File: config.mk
export PLATFORM = sky130hd
export DESIGN_NAME = uart_tx_fifo_flat
export DESIGN_NICKNAME = d
export VERILOG_FILES = /design/src/rtl/uart_tx_fifo_if.sv /design/src/rtl/uart_tx_fifo.sv /design/src/flat_wrapper.sv
export SDC_FILE = /design/constraint.sdc
export NUM_CORES = 1
export LEC_CHECK = 0
export CAP_MARGIN = 40
export CELL_PAD_IN_SITES_DETAIL_PLACEMENT = 0
export CELL_PAD_IN_SITES_GLOBAL_PLACEMENT = 1
export CORE_MARGIN = 2
export CORE_UTILIZATION = 48
export DETAILED_ROUTE_END_ITERATION = 16
export PLACE_DENSITY = 0.85
export SLEW_MARGIN = 5
export SYNTH_ARGS = -nofsm -noshare
export SYNTH_HDL_FRONTEND = slang
export SYNTH_SLANG_ARGS = --single-unit
File: constraint.sdc
create_clock -name CLK_Sys -period 2.72 [get_ports CLK_Sys]
set_clock_uncertainty 0.15 [all_clocks]
set_input_delay 0.408 -clock CLK_Sys [delete_from_list [all_inputs] [get_ports CLK_Sys]]
set_output_delay 0.408 -clock CLK_Sys [all_outputs]
set_load 0.1 [all_outputs]
File: src/rtl/uart_tx_fifo_if.sv
// uart_tx_fifo_if: write-side and line-side signals of the UART transmitter.
//   wr_en/wr_data   upstream byte strobe and data
//   TXD             serial line, idle high
//   busy            frame on the line
//   fifo_full/empty FIFO occupancy flags
//   overflow        sticky write-while-full indication
// master: upstream producer; slave: uart_tx_fifo.
interface uart_tx_fifo_if;
  logic       wr_en;
  logic [7:0] wr_data;
  logic       TXD;
  logic       busy;
  logic       fifo_full;
  logic       fifo_empty;
  logic       overflow;

  modport master (output wr_en, wr_data,
                  input  TXD, busy, fifo_full, fifo_empty, overflow);
  modport slave  (input  wr_en, wr_data,
                  output TXD, busy, fifo_full, fifo_empty, overflow);
endinterface

File: src/rtl/uart_tx_fifo.sv
// uart_tx_fifo: byte-serial UART transmitter with a 2**FIFO_AW byte FIFO.
// Frames are 8N1, LSB first. Back-to-back frames are sent with no idle gap.
// Optional even parity bit between data and stop when UART_PARITY_EN is defined.
// Ports:
//   CLK_Sys  system clock (CLK_FREQ Hz)
//   CLK_Rst  asynchronous active-low reset; aborts any frame, empties FIFO
//   bus      uart_tx_fifo_if.slave (wr_en, wr_data in; TXD, busy, fifo_full,
//            fifo_empty, overflow out)
module uart_tx_fifo #(
  parameter int CLK_FREQ = 10_000_000,
  parameter int BAUD     = 115_200,
  parameter int FIFO_AW  = 4
) (
  input  logic          CLK_Sys,
  input  logic          CLK_Rst,
  uart_tx_fifo_if.slave bus
);
  localparam int BIT_DIV = (CLK_FREQ + BAUD/2) / BAUD;
  localparam int CW      = $clog2(BIT_DIV);
  localparam int DEPTH_N = 1 << FIFO_AW;
  localparam logic [FIFO_AW:0] DEPTH    = (FIFO_AW+1)'(DEPTH_N);
  localparam logic [CW-1:0]    BIT_LAST = CW'(BIT_DIV - 1);

`ifdef UART_PARITY_EN
  typedef enum logic [2:0] {IDLE, START, DATA, PARITY, STOP} state_t;
`else
  typedef enum logic [1:0] {IDLE, START, DATA, STOP} state_t;
`endif

  // FIFO
  logic [7:0]         mem [DEPTH_N];
  logic [FIFO_AW-1:0] wr_ptr, rd_ptr;
  logic [FIFO_AW:0]   count;
  logic               full, empty, push, pop, ovf;

  assign full  = (count == DEPTH);
  assign empty = (count == '0);
  assign push  = bus.wr_en & ~full;

  always_ff @(posedge CLK_Sys)
    if (push) mem[wr_ptr] <= bus.wr_data;

  always_ff @(posedge CLK_Sys or negedge CLK_Rst)
    if (!CLK_Rst) begin
      wr_ptr <= '0;
      rd_ptr <= '0;
      count  <= '0;
      ovf    <= 1'b0;
    end else begin
      if (push) wr_ptr <= wr_ptr + FIFO_AW'(1);
      if (pop)  rd_ptr <= rd_ptr + FIFO_AW'(1);
      if (push && !pop)      count <= count + (FIFO_AW+1)'(1);
      else if (pop && !push) count <= count - (FIFO_AW+1)'(1);
      // A pop in the same cycle does not rescue a write that found the FIFO full.
      if (bus.wr_en && full) ovf <= 1'b1;
    end

  // Transmit FSM and datapath
  state_t        state, state_nx;
  logic [7:0]    shift;
  logic [2:0]    bit_idx;
  logic [CW-1:0] baud_cnt;
  logic          bit_end, txd_d, busy_d, txd_q, busy_q;
`ifdef UART_PARITY_EN
  logic          par;
`endif

  assign bit_end = (baud_cnt == BIT_LAST);

  always_ff @(posedge CLK_Sys or negedge CLK_Rst)
    if (!CLK_Rst) state <= IDLE;
    else          state <= state_nx;

  always_comb begin
    state_nx = state;
    case (state)
      IDLE:  if (!empty) state_nx = START;
      START: if (bit_end) state_nx = DATA;
`ifdef UART_PARITY_EN
      DATA:   if (bit_end && bit_idx == 3'd7) state_nx = PARITY;
      PARITY: if (bit_end) state_nx = STOP;
`else
      DATA:  if (bit_end && bit_idx == 3'd7) state_nx = STOP;
`endif
      STOP:  if (bit_end) state_nx = empty ? IDLE : START;
      default: state_nx = IDLE;
    endcase
  end

  always_comb begin
    pop    = 1'b0;
    txd_d  = 1'b1;
    busy_d = 1'b1;
    case (state)
      IDLE:   begin busy_d = 1'b0; pop = ~empty; end
      START:  txd_d = 1'b0;
      DATA:   txd_d = shift[0];
`ifdef UART_PARITY_EN
      PARITY: txd_d = par;
`endif
      STOP:   pop = bit_end & ~empty;
      default: busy_d = 1'b0;
    endcase
  end

  always_ff @(posedge CLK_Sys or negedge CLK_Rst)
    if (!CLK_Rst) begin
      shift    <= '0;
      bit_idx  <= '0;
      baud_cnt <= '0;
`ifdef UART_PARITY_EN
      par      <= 1'b0;
`endif
    end else if (pop) begin
      shift    <= mem[rd_ptr];
      bit_idx  <= '0;
      baud_cnt <= '0;
`ifdef UART_PARITY_EN
      par      <= ^mem[rd_ptr];
`endif
    end else if (state != IDLE) begin
      baud_cnt <= bit_end ? '0 : baud_cnt + CW'(1);
      if (state == DATA && bit_end) begin
        shift   <= shift >> 1;
        bit_idx <= bit_idx + 3'd1;
      end
    end

  // Line outputs are registered one cycle behind the state; reset forces
  // TXD high asynchronously so an aborted frame never leaves the line low.
  always_ff @(posedge CLK_Sys or negedge CLK_Rst)
    if (!CLK_Rst) begin
      txd_q  <= 1'b1;
      busy_q <= 1'b0;
    end else begin
      txd_q  <= txd_d;
      busy_q <= busy_d;
    end

  assign bus.TXD        = txd_q;
  assign bus.busy       = busy_q;
  assign bus.fifo_full  = full;
  assign bus.fifo_empty = empty;
  assign bus.overflow   = ovf;
endmodule
File: src/flat_wrapper.sv
// flat-port wrapper written by rule: the top's interface ports become plain ports
module uart_tx_fifo_flat 
#(
  parameter int CLK_FREQ = 10_000_000,
  parameter int BAUD     = 115_200,
  parameter int FIFO_AW  = 4
)
  (CLK_Sys, CLK_Rst, bus_wr_en, bus_wr_data, bus_TXD, bus_busy, bus_fifo_full, bus_fifo_empty, bus_overflow);
  uart_tx_fifo_if bus_i ();
  input  logic CLK_Sys;
  input  logic CLK_Rst;
  input wire logic [$bits(bus_i.wr_en)-1:0] bus_wr_en;
  input wire logic [$bits(bus_i.wr_data)-1:0] bus_wr_data;
  output wire logic [$bits(bus_i.TXD)-1:0] bus_TXD;
  output wire logic [$bits(bus_i.busy)-1:0] bus_busy;
  output wire logic [$bits(bus_i.fifo_full)-1:0] bus_fifo_full;
  output wire logic [$bits(bus_i.fifo_empty)-1:0] bus_fifo_empty;
  output wire logic [$bits(bus_i.overflow)-1:0] bus_overflow;
  assign bus_i.wr_en = bus_wr_en;
  assign bus_i.wr_data = bus_wr_data;
  assign bus_TXD = bus_i.TXD;
  assign bus_busy = bus_i.busy;
  assign bus_fifo_full = bus_i.fifo_full;
  assign bus_fifo_empty = bus_i.fifo_empty;
  assign bus_overflow = bus_i.overflow;
  uart_tx_fifo #(.CLK_FREQ(CLK_FREQ), .BAUD(BAUD), .FIFO_AW(FIFO_AW)) u_core (.CLK_Sys(CLK_Sys), .CLK_Rst(CLK_Rst), .bus(bus_i));
endmodule
### Word-level counts from Yosys, hierarchy flattened

Memories as Yosys holds them, arrays and structs flattened.
Cells that the tools add are included.

| cells by class | value |
|---|---|
| reductions and logical operators | 15 |
| add/subtract/negate cells | 6 |
| bitwise gates (word level) | 4 |
| eq/ne operators | 10 |
| multiplexer cells | 22 |

Operators by type and width:

| cell | number |
|---|---|
| $mux W8 | 3 |
| $mux W7 | 3 |
| $mux W5 | 2 |
| $mux W3 | 3 |
| $add A4 B1 Y4 const B | 2 |
| $mux W2 | 4 |
| $pmux W2 S4 | 1 |
| $reduce_bool A2 Y1 | 4 |
| $add A7 B1 Y7 const B | 1 |
| $eq A7 B7 Y1 const B | 1 |
| $ne A2 B1 Y1 const B | 3 |
| $add A5 B1 Y5 const B | 1 |
| $eq A5 B5 Y1 const B | 1 |
| $logic_and A1 B1 Y1 | 5 |
| $logic_not A5 Y1 | 1 |
| $sub A5 B1 Y5 const B | 1 |
| $eq A2 B2 Y1 const B | 2 |
| $mux W1 | 4 |
| $pmux W1 S2 | 2 |
| $reduce_and A4 Y1 | 1 |
| $add A3 B1 Y3 const B | 1 |
| $eq A3 B3 Y1 const B | 1 |
| $and A1 B1 Y1 | 2 |
| $eq A2 B1 Y1 const B | 1 |
| 5 further kinds | 7 |

| storage, ports and cells | value |
|---|---|
| logic and storage cells | 68 |
| memory bits (writable) | 128 |
| input port bits | 11 |
| bits in registers | 36 |
| output and inout bits | 5 |
| memories | 1 |

Memory list:

| memory | words | width | rd ports | clocked after Yosys merged registers in | wr ports | line | text |
|---|---|---|---|---|---|---|---|
| u_core.mem | 16 | 8 | 1 | 0 | 1 | uart_tx_fifo.sv:31 | `logic [7:0] mem [DEPTH_N];` |

### Logic depth before layout (Yosys ltp)

| depth | value |
|---|---|
| word-level depth | 7 |
| gate-level depth with buffers | 14 |
| mapped depth without buffers | 13 |

### Worst setup path before layout

OpenSTA, ideal clock, no wires.

| timing path | value |
|---|---|
| path type | flip-flop to flip-flop |
| from | register u_core.baud_cnt[0] |
| to | register u_core.count[4] |
| slack | -0.274 ns |
| period minus slack after synthesis | 2.994 ns |
| arrival | 2.711 ns |
| stages on the path, launching flop included | 15 |
| library setup time | 0.133 ns |
| required time | 2.437 ns |
| buffers on the path | 1 |
| cells stage by stage | dfrtp_1 inv_1 ha_1 and4b_1 buf_2 a31oi_1 nor2_4 clkinv_4 ha_1 inv_1 fa_1 a21o_1 a21oi_1 mux2i_1 xnor2_1 |

| between the ends | value |
|---|---|
| longest elaborated chain between the ends | 6 |
| elaborated cells on any way between the ends | 8 |
| those cells by class | 1 x eq/ne; 2 x mux; 1 x bitwise; 4 x reduce/logical |

Ends and longest elaborated chain:

| element | line | text |
|---|---|---|
| start: declaration | uart_tx_fifo.sv:62 | `logic [CW-1:0] baud_cnt;` |
| start signal: assignment | uart_tx_fifo.sv:122 | `baud_cnt <= bit_end ? '0 : baud_cnt + CW'(1);` |
| $eq A7 B7 Y1 (*) | uart_tx_fifo.sv:68 | `assign bit_end = (baud_cnt == BIT_LAST);` |
| $and A1 B1 Y1 (*) | uart_tx_fifo.sv:101 | `STOP: pop = bit_end & ~empty;` |
| $pmux W1 S2 (*) | uart_tx_fifo.sv:94 | `case (state)` |
| $logic_not A1 Y1 | uart_tx_fifo.sv:52 | `if (push && !pop) count <= count + (FIFO_AW+1)'(1);` |
| $logic_and A1 B1 Y1 | uart_tx_fifo.sv:52 |  |
| $mux W5 or $reduce_bool A2 Y1 (tied branches) | n/a |  |
| end signal: assignment | uart_tx_fifo.sv:52 |  |
| end signal: assignment | uart_tx_fifo.sv:53 | `else if (pop && !push) count <= count - (FIFO_AW+1)'(1);` |
| end: declaration | uart_tx_fifo.sv:33 | `logic [FIFO_AW:0] count;` |

Every way passes the cells marked *; elsewhere a longest branch is shown, timed or not.
A chain may end at the register's enable or synchronous reset.

### Worst setup path after layout

| timing path | value |
|---|---|
| from | register u_core.count[2] |
| to | register u_core.count[4] |

| between the ends | value |
|---|---|
| longest elaborated chain between the ends | 7 |
| elaborated cells on any way between the ends | 16 |
| those cells by class | 2 x add/sub; 1 x eq/ne; 3 x mux; 4 x bitwise; 6 x reduce/logical |

Ends and longest elaborated chain:

| element | line | text |
|---|---|---|
| $logic_not A5 Y1 | uart_tx_fifo.sv:37 | `assign empty = (count == '0);` |
| $not A1 Y1 | uart_tx_fifo.sv:95, uart_tx_fifo.sv:101 |  |
| $and A1 B1 Y1 | uart_tx_fifo.sv:101 |  |
| $pmux W1 S2 | uart_tx_fifo.sv:94 |  |
| $logic_not A1 Y1 | uart_tx_fifo.sv:52 |  |
| $logic_and A1 B1 Y1 | uart_tx_fifo.sv:52 |  |
| $mux W5 or $reduce_bool A2 Y1 (tied branches) | n/a |  |

Parallel ways exist; a longest one is shown, timed or not. The select of a mux whose other input is x is not followed.

==> reports/qor.yml <==
worst_pin_slew_ns: 0.843
start_kind: "flop"
synth_fp_nets: 420
max_cap_viol_count: 0
rows: 44
root_buffer: "clkbuf_16"
min_path_type: "flop to flop"
p_int_mw: 5.92
p_comb_frac: 0.363
p_leak_nw: 3.00
whs_ns: 0.325
die-area_mm2: 0.0155
powerDensity_mw_per_mm2: 1070
drc_errors: 0
drtPass1Iterations: 5
ios: 16
netlist_area_mm2: 0.00697
grt_pass1_vias: 3778
crit_path_end_kind: "flop"
wl_per_cell_um: 20.3
cp.arrival_ns: 2.86
critPathKind: "flop to flop"
clock_path_buffers: 2
rsz0062_at_grt: "true"
die_h_um: 125
track_usage: 0.178
num_vias: 3571
hold_viol: 0
synth_cells: 390
yosys.area.top_type_share: 0.551
grt_overflow: 0
nets: 480
drtIter0Drc: 190
antenna_found_initial: 0
wl_met3_um: 579
grt_pass1_wl_mm: 20.5
via_per_inst: 5.54
slew_headroom: 0.438
crit_fanout: 4
fin_crit_sh: 0.998
async_flop_share: 0.220
synth_cell_type_count: 44
coreArea_mm2: 0.0144
areaGrowthSynthToFinish_pct: 17.5
post-route-min-period_ns: 2.72
p_total_mw: 8.77
slew_violations: 0
critPathRequiredTime_ns: 2.87
die_w_um: 125
clk-insertion-delay-late_ns: 0.42
num_antenna_cells: 0
syn_area_per_cell_um2: 17.9
synth_commonest_cells: "edfxtp_1, dfrtp_1, mux2i_1"
cts_htree_levels: 4
p_sw_mw: 2.85
start_util: 0.485
cts_tree: "built"
status: "completed"
synth.most_common_cell: "edfxtp_1"
fin_area_mm2: 0.00819
synth-seq-area-share: 0.681
yosys_warnings: 0
p_sw_frac: 0.325
io_buffers: 15
grt_max_degree: 37
ys.flop_type: "edfxtp_1"
ys_ff_latch: 164
synth.area.top_cells: "edfxtp_1, dfrtp_1, mux4_2"
setup_viol: 0
cts_made_buffers: 17
ant_nets: 0
clk_pin_slew_ns: 0.06
drive_gt1_frac: 0.289
clkPwrFrac: 0.249
gp_congestion: 0.774
routed_wirelength_mm: 13.1
yosysTopAreaCell: "edfxtp_1"
wl_met2_mm: 6.89
max_freq_mhz: 368
wl_met1_mm: 5.44
cts.sinks: 164
peakVddDrop_uv: 673
place_area_mm2: 0.00757
power_frac_seq: 0.388
synth_edf_count: 128
hpwl_mm: 8.09
dr.max_layer_used: "met4"
## worst max-delay path, stage by stage, from the launching register on
cell      delay [ns]
dfrtp_1         0.38
or4_4           0.56
o21bai_4        0.18
nor2_4          0.06
clkinv_4        0.06
ha_4            0.15
inv_6           0.04
fa_2            0.37
a21o_1          0.20
a21oi_2         0.13
mux2i_1         0.22
xnor2_1         0.09
## stage by stage
stage	setup TNS, ns	worst slack [ns]	cells	utilization
after CTS	0	0.0133	640	0.565
after floorplan	-0.0755	-0.0755	390	-
after global placement	0	0.0757	608	0.527
after detailed placement	-0.00884	-0.00884	608	0.527
final	0	0.00454	645	0.570
after global routing	-0.0733	-0.0733	645	0.570
## kinds of logic (layout without fill, tap and decap cells)
kind of cell	count (synthesis)	in the layout	synth area share
compound gates	30	30	0.0330
xor+xnor	12	12	0.0151
fa+ha+maj	19	19	0.0352
buf+inv	28	99	0.0206
flops	164	164	0.681
mux	78	78	0.172
simple gates	59	59	0.0433
## what timing repair did
| action | CTS | global route |
|---|---|---|
| resized for setup | 0 | 5 |
| endpoints found under the setup margin | 1 | 2 |
| hold buffers | 1 | 0 |
| setup buffers | 1 | 5 |
| hold endpoints to repair | 35 | 0 |
| pin swaps | 2 | 7 |
## path summary, 6_finish.rpt
| path | from | end | slack (ns) | depth (start not counted) |
|---|---|---|---|---|
| setup / recovery | u_core.count[2]$_DFFE_PN0P_ | u_core.count[4]$_DFFE_PN0P_ | 0.005 | 11 |
| hold / removal | u_core.bus.overflow$_DFFE_PN0P_ | u_core.bus.overflow$_DFFE_PN0P_ | 0.32 | 1 |
| setup reg to reg | u_core.count[2]$_DFFE_PN0P_ | u_core.count[4]$_DFFE_PN0P_ | 0.005 | 11 |
| hold reg to reg | u_core.bus.overflow$_DFFE_PN0P_ | u_core.bus.overflow$_DFFE_PN0P_ | 0.32 | 1 |
| max in group asynchronous | CLK_Rst | u_core.rd_ptr[2]$_DFFE_PN0N_ | 1.36 | 2 |
| min in group asynchronous | CLK_Rst | u_core.bus.busy$_DFF_PN0_ | 0.48 | 2 |
## cells in the final DEF (no fill, tap or decap), types with 3 or more instances in the layout
cell type	instances
a21o_1	5
a22o_1	4
buf_12	3
buf_4	45
clkbuf_16	17
clkdlybuf4s50_1	9
clkinv_1	3
dfrtp_1	34
edfxtp_1	128
ha_1	16
inv_1	8
inv_6	5
mux2_2	10
mux2i_1	35
mux4_2	32
nand2_1	9
nand2b_1	3
nand3_1	5
nor2_1	21
nor3_1	7
nor3b_1	3
o21ai_0	5
o2bb2ai_1	4
xnor2_1	9
xor2_1	3
## state kept, by name (all words and copies together), names as in the netlist
name / flops
u_core.mem: 128
u_core.shift: 8
u_core.baud_cnt: 7
u_core.count: 5
u_core.rd_ptr: 4
u_core.wr_ptr: 4
u_core.bit_idx: 3
u_core.state: 2
u_core.bus.TXD: 1
u_core.bus.busy: 1
u_core.bus.overflow: 1
## final cells by class
class	count	area [µm²]
fill	1079	6180
clock buffer	18	429
clock inverter	12	105
sequential	164	4750
multi-input combinational	198	2130
inverter	10	47.5
tap	184	230
timing repair buffer	59	503
## per-layer routing
layer  vias to the layer above  global-route usage
met5                         -                   0
met4                         0              0.0621
met3                        17              0.0464
met2                        92               0.306
met1                      1824               0.221
li1                       1638                   -
## power by group through the flow
| stage | registers (mW) | clock network [mW] | logic (mW) |
|---|---|---|---|
| final | 3.40 | 2.18 | 3.19 |
| after global routing | 3.44 | 2.32 | 3.46 |
| after CTS | 3.40 | 2.22 | 3.13 |
| after floorplan | 3.51 | 0 | 2.17 |
| after global placement | 3.42 | 0 | 3.03 |
| after detailed placement | 3.45 | 0 | 3.09 |
Power figures use the tool's default switching activity.
